`src/rtl/console_ctrl.sv`:
```
// console_ctrl: keyboard-FIFO to text-buffer console with cursor, newline, backspace and row clear.
// Define CONSOLE_INIT_CLEAR_EN to blank the whole screen after reset before polling starts.
module console_ctrl #(
  parameter int COLS = 70,
  parameter int ROWS = 32
) (
  input  logic        clk,
  input  logic        rst,
  output logic        key_rd,
  input  logic [7:0]  key_data,
  output logic        vga_we,
  output logic [31:0] vga_addr,
  output logic [7:0]  vga_char,
  output logic [6:0]  cur_x,
  output logic [4:0]  cur_y,
  output logic        busy
);
  localparam logic [6:0] XMAX = 7'(COLS - 1);
  localparam logic [4:0] YMAX = 5'(ROWS - 1);
  localparam logic [6:0] NCOL = 7'(COLS);
  typedef enum logic [2:0] {
    POLL, CAPT, WRITE, CLEAR
`ifdef CONSOLE_INIT_CLEAR_EN
    , INIT
`endif
  } state_t;
`ifdef CONSOLE_INIT_CLEAR_EN
  localparam state_t RST_STATE = INIT;
  logic [4:0] iy_q;
  logic       idone_q;
`else
  localparam state_t RST_STATE = POLL;
`endif
  state_t      state_q;
  logic        key_rd_q, we_q, bs_q;
  logic [11:0] addr_q;
  logic [7:0]  char_q;
  logic [6:0]  cur_x_q, clr_q;
  logic [4:0]  cur_y_q, y_nx;
  logic        printable, newline;
  assign y_nx      = cur_y_q == YMAX ? 5'd0 : cur_y_q + 5'd1;
  assign printable = key_data >= 8'h20 && key_data <= 8'h7E;
  assign newline   = key_data == 8'h0A || key_data == 8'h0D;
  always_ff @(posedge clk) begin
    if (rst) begin
      state_q  <= RST_STATE;
      key_rd_q <= 1'b0;
      we_q     <= 1'b0;
      bs_q     <= 1'b0;
      addr_q   <= '0;
      char_q   <= '0;
      cur_x_q  <= '0;
      cur_y_q  <= '0;
      clr_q    <= '0;
`ifdef CONSOLE_INIT_CLEAR_EN
      iy_q     <= '0;
      idone_q  <= 1'b0;
`endif
    end else begin
      case (state_q)
        // First POLL cycle after reset only arms key_rd, so the pop always precedes CAPT.
        POLL: begin
          key_rd_q <= ~key_rd_q;
          if (key_rd_q) state_q <= CAPT;
        end
        CAPT: begin
          if (printable) begin
            state_q <= WRITE;
            we_q    <= 1'b1;
            char_q  <= key_data;
            addr_q  <= {cur_x_q, cur_y_q};
            bs_q    <= 1'b0;
          end else if (newline) begin
            state_q <= CLEAR;
            cur_x_q <= '0;
            cur_y_q <= y_nx;
            we_q    <= 1'b1;
            char_q  <= 8'h20;
            addr_q  <= {7'd0, y_nx};
            clr_q   <= 7'd1;
          end else if (key_data == 8'h08 && cur_x_q != 7'd0) begin
            state_q <= WRITE;
            cur_x_q <= cur_x_q - 7'd1;
            we_q    <= 1'b1;
            char_q  <= 8'h20;
            addr_q  <= {cur_x_q - 7'd1, cur_y_q};
            bs_q    <= 1'b1;
          end else begin
            state_q  <= POLL;
            key_rd_q <= 1'b1;
          end
        end
        WRITE: begin
          if (!bs_q && cur_x_q == XMAX) begin
            state_q <= CLEAR;
            cur_x_q <= '0;
            cur_y_q <= y_nx;
            char_q  <= 8'h20;
            addr_q  <= {7'd0, y_nx};
            clr_q   <= 7'd1;
          end else begin
            state_q  <= POLL;
            key_rd_q <= 1'b1;
            we_q     <= 1'b0;
            if (!bs_q) cur_x_q <= cur_x_q + 7'd1;
          end
        end
        CLEAR: begin
          if (clr_q == NCOL) begin
            state_q  <= POLL;
            key_rd_q <= 1'b1;
            we_q     <= 1'b0;
          end else begin
            addr_q <= {clr_q, cur_y_q};
            clr_q  <= clr_q + 7'd1;
          end
        end
`ifdef CONSOLE_INIT_CLEAR_EN
        INIT: begin
          if (idone_q) begin
            state_q  <= POLL;
            key_rd_q <= 1'b1;
            we_q     <= 1'b0;
          end else begin
            we_q   <= 1'b1;
            char_q <= 8'h20;
            addr_q <= {clr_q, iy_q};
            clr_q  <= clr_q == XMAX ? 7'd0 : clr_q + 7'd1;
            if (clr_q == XMAX && iy_q == YMAX) idone_q <= 1'b1;
            else if (clr_q == XMAX) iy_q <= iy_q + 5'd1;
          end
        end
`endif
        default: begin
          state_q  <= POLL;
          key_rd_q <= 1'b0;
          we_q     <= 1'b0;
        end
      endcase
    end
  end
  assign key_rd   = key_rd_q;
  assign vga_we   = we_q;
  assign vga_addr = {20'd0, addr_q};
  assign vga_char = char_q;
  assign cur_x    = cur_x_q;
  assign cur_y    = cur_y_q;
  assign busy     = state_q != POLL;
endmodule

```
`config.mk`:
```
export PLATFORM = sky130hd
export DESIGN_NAME = console_ctrl
export DESIGN_NICKNAME = d
export VERILOG_FILES = /design/src/rtl/console_ctrl.sv
export SDC_FILE = /design/constraint.sdc
export NUM_CORES = 1
export LEC_CHECK = 0
export ABC_AREA = 1
export CAP_MARGIN = 20
export CORE_ASPECT_RATIO = 1.1
export CORE_MARGIN = 1.5
export CORE_UTILIZATION = 55
export DETAILED_ROUTE_END_ITERATION = 8
export PLACE_DENSITY = 0.87
export SLEW_MARGIN = 0
export SYNTH_ARGS = -nofsm -noshare
export SYNTH_HDL_FRONTEND = slang
export SYNTH_SLANG_ARGS = --single-unit
```
`constraint.sdc`:
```
create_clock -name clk -period 4.9 [get_ports clk]
set_input_delay 0.98 -clock clk [delete_from_list [all_inputs] [get_ports clk]]
set_output_delay 0.98 -clock clk [all_outputs]
set_load 0.02 [all_outputs]
```
==> reports/qor.txt <==
post-synthesis simple-gate area fraction - 0.441
clock slew at reported path FFs - 90 ps
TritonCTS Buffers - 5
initial cell density of the core - 0.567
FILL cells - 485
CP max FO - 13
grt ovf - 0
area of the die - 5980 um^2
initial drt markers - 347
initial antenna violation count - 0
Final min period - 3090 ps
synth cell count leaders - 133 x nand2_1, 89 x nor2_1, 56 x nand3_1, 52 x inv_1, 44 x dfxtp_1
CTS Hold Bufs - 0
Worst EP arrival - 3290 ps
TritonRoute pass-1 iters - 5
adder-cell area share of the yosys netlist - 0.0329
final setup TNS - 0 ps
CTS Sinks - 44
Primary FF master, synth - dfxtp_1
first-pass GRT wire length - 12.1 mm
Largest stage delay, worst path - 580 ps
Vias - 3177
CTS tree - built
clock group share of total power - 0.169
Ant. Diodes - 0
synth unique cells - 30
critical path type - input port to flip-flop
register area - 881 um^2
synth warn - 0
synth-to-layout area growth - 15.8%
switching share of power - 0.467
# setup viols final - 0
Root Buffer - clkbuf_8
family with the most delay on the worst path - simple AND/OR/NAND/NOR gates
hpwl dp - 5.29 mm
vias in the first global route - 2733
Routed Antenna Nets - 0
core area - 5360 um^2
max cap viols - 0
Reg power frac - 0.285
Sw Pwr - 0.000829 W
Worst Setup End Kind - flip-flop
# IOs - 65
Compound-Gate Fraction of Synth Area - 0.0647
Post-synth EDFFs - 0
Die W - 73.9 um
Slew @ Worst Pin - 819 ps
Die H - 80.9 um
gpl congestion - 0.914
final wirelength - 7.42 mm
Avg Cell Area, Syn - 6.10 um^2
area of the multi-input gates - 1760 um^2
CP Cell Sequence - clkdlybuf4s50_1 > nand2_1 > nor2_1 > nand2_2 > nand3_1 > nor2_1 > nor2_1 > nand3_1 > nand2_1 > nor2_1
Yosys top cell by area - dfxtp_1
row count - 28
Seq/Total Area, Yosys - 0.290
worst skew pair latency - 300 ps
Port Buffers - 44
Yosys reg bits - 44
worst-case clock buffer depth - 2
Worst path slowest cell - nor2_1
Vias per Instance - 5.21
share of layout cells above drive strength 1 - 0.0449
Internal Power - 0.000947 W
hold crit path type - flip-flop to flip-flop
RSZ-0062 raised after global routing - no
buffer and inverter count on the worst path - 1
status - complete, no violations
skew final - 7.64 ps
Slew HR - 0.451
Final Util - 0.656
Post-Syn Area - 3040 um^2
GRT Util Overall - 0.256
Post-CTS Setup Inserts - 0
Worst Path Required - 5100 ps
largest family of logic cells by synthesized area - simple AND/OR/NAND/NOR gates
H-tree depth - 2
Final Hold Viols - 0
maximum VDD drop - 0.322 mV
leakage - 1.66 nW
mux contribution to synthesized area - 0
asr flop ratio synth - 0
Synth Instances - 498
Post-Synth XOR/XNOR Area - 0.0173
CP dominant cell by count - nor2_1
count leader, synth - nand2_1
post-CTS sizing - 0
crit share post-route - 0.630
fmax - 324 MHz
Power Density - 505 nW/um^2
share of the synthesized area in the top cell type - 0.290
startpoint type of the worst setup path - input port
Comb pwr share - 0.545
max-slew violations - 0
largest net degree at the start of global routing - 29
ranking of synthesized cells by area - dfxtp_1 29%, nand2_1 16%, nor2_1 11%
Net count, final - 552
DR WL/cell - 12.2 um
drc violations - 0
power by group through the flow:
| stage | clock, W | combinational (W) | sequential (W) |
|---|---|---|---|
| 6_report | 0.000301 | 0.000968 | 0.000507 |
| 5_1_grt | 0.000314 | 0.00108 | 0.000518 |
| 4_1_cts | 0.000300 | 0.000954 | 0.000507 |
| 3_5_place_dp | 0 | 0.000948 | 0.000515 |
| 3_3_place_gp | 0 | 0.000931 | 0.000511 |
| 2_1_floorplan | 0 | 0.000638 | 0.000573 |
worst register-to-register path: stages (launching register included):
cell      delay [ps]
dfxtp_1          460
clkinv_1         330
ha_1             310
inv_1             50
nor2_1            30
nand3_1          120
a21oi_1          100
nand2_1          260
nand2_2          200
o21ai_0          220
inv_1             60
worst paths after layout:
| path | from | cells past startpoint | endpoint | slack (ps) |
|---|---|---|---|---|
| worst min-delay path | vga_char[7] | 2 | vga_char[7] | 470 |
| worst min register to register | vga_char[7] | 2 | vga_char[7] | 470 |
| worst max register to register | cur_x[0] | 10 | key_rd | 2670 |
| worst max-delay path | key_data[3] | 10 | addr_q[9] | 1810 |
registers in the layout, summed over array words and instances, names as in the netlist:
signal,count
vga_we,1
addr_q,12
key_rd,1
state_q,2
bs_q,1
vga_char,8
clr_q,7
cur_x,7
cur_y,5
area by class of cell:
class                   instances  area share
inverters                      58      0.0619
multi-input cells             381       0.501
repair buffers                 44       0.125
well taps                      75      0.0267
flip-flops and latches         44       0.250
clock buffers                   6      0.0235
clock inverters                 2      0.0110
kinds of logic (layout without fill, tap and decap cells):
kind of cell | after synthesis | in the layout
AOI/OAI and AO/OA | 38 | 38
xor gates and xnor gates | 6 | 6
adders and majority gates | 8 | 8
buffers and inverters | 92 | 110
DFF | 44 | 44
other | 1 | 20
and+or+nand+nor | 309 | 309
cells in the final DEF, fill, tap and decap left out, types with 2 or more instances in the layout:
master	Yosys	layout
xor2_1	2	2
nand2_2	4	4
inv_2	2	2
clkinv_1	4	4
or2_2	2	2
nor3_1	4	4
ha_1	8	8
clkdlybuf4s50_1	0	44
conb_1	1	20
nor2_2	3	3
o21ai_0	10	10
dfxtp_1	44	44
nand3b_1	2	2
nand2_1	133	133
nor2_1	89	89
nand3_1	56	56
clkbuf_8	0	6
a21oi_1	24	24
xnor2_1	4	4
inv_1	52	52
nor2_4	3	3
nand4_1	11	11
stage by stage:
stage | area, um^2 | hold slack (ps) | worst slack (ps) | total power [W] | instances
detailed placement | 3400 | 447 | 1530 | 0.00146 | 602
CTS | 3520 | 464 | 1820 | 0.00176 | 610
global route | 3520 | 499 | 1540 | 0.00191 | 610
global placement | 3400 | 437 | 1580 | 0.00144 | 602
finish | 3520 | 468 | 1810 | 0.00178 | 610
floorplan | 3110 | 468 | 2840 | 0.00121 | 517
layer usage:
layer	wire, um	vias up	track usage	share of wire
met5	0	-	0	0
met4	105	0	0.0778	0.014
met3	561	13	0.0422	0.076
met2	3560	157	0.448	0.48
met1	3190	1410	0.319	0.43
li1	-	1597	-	-
Power figures use the tool's default switching activity.
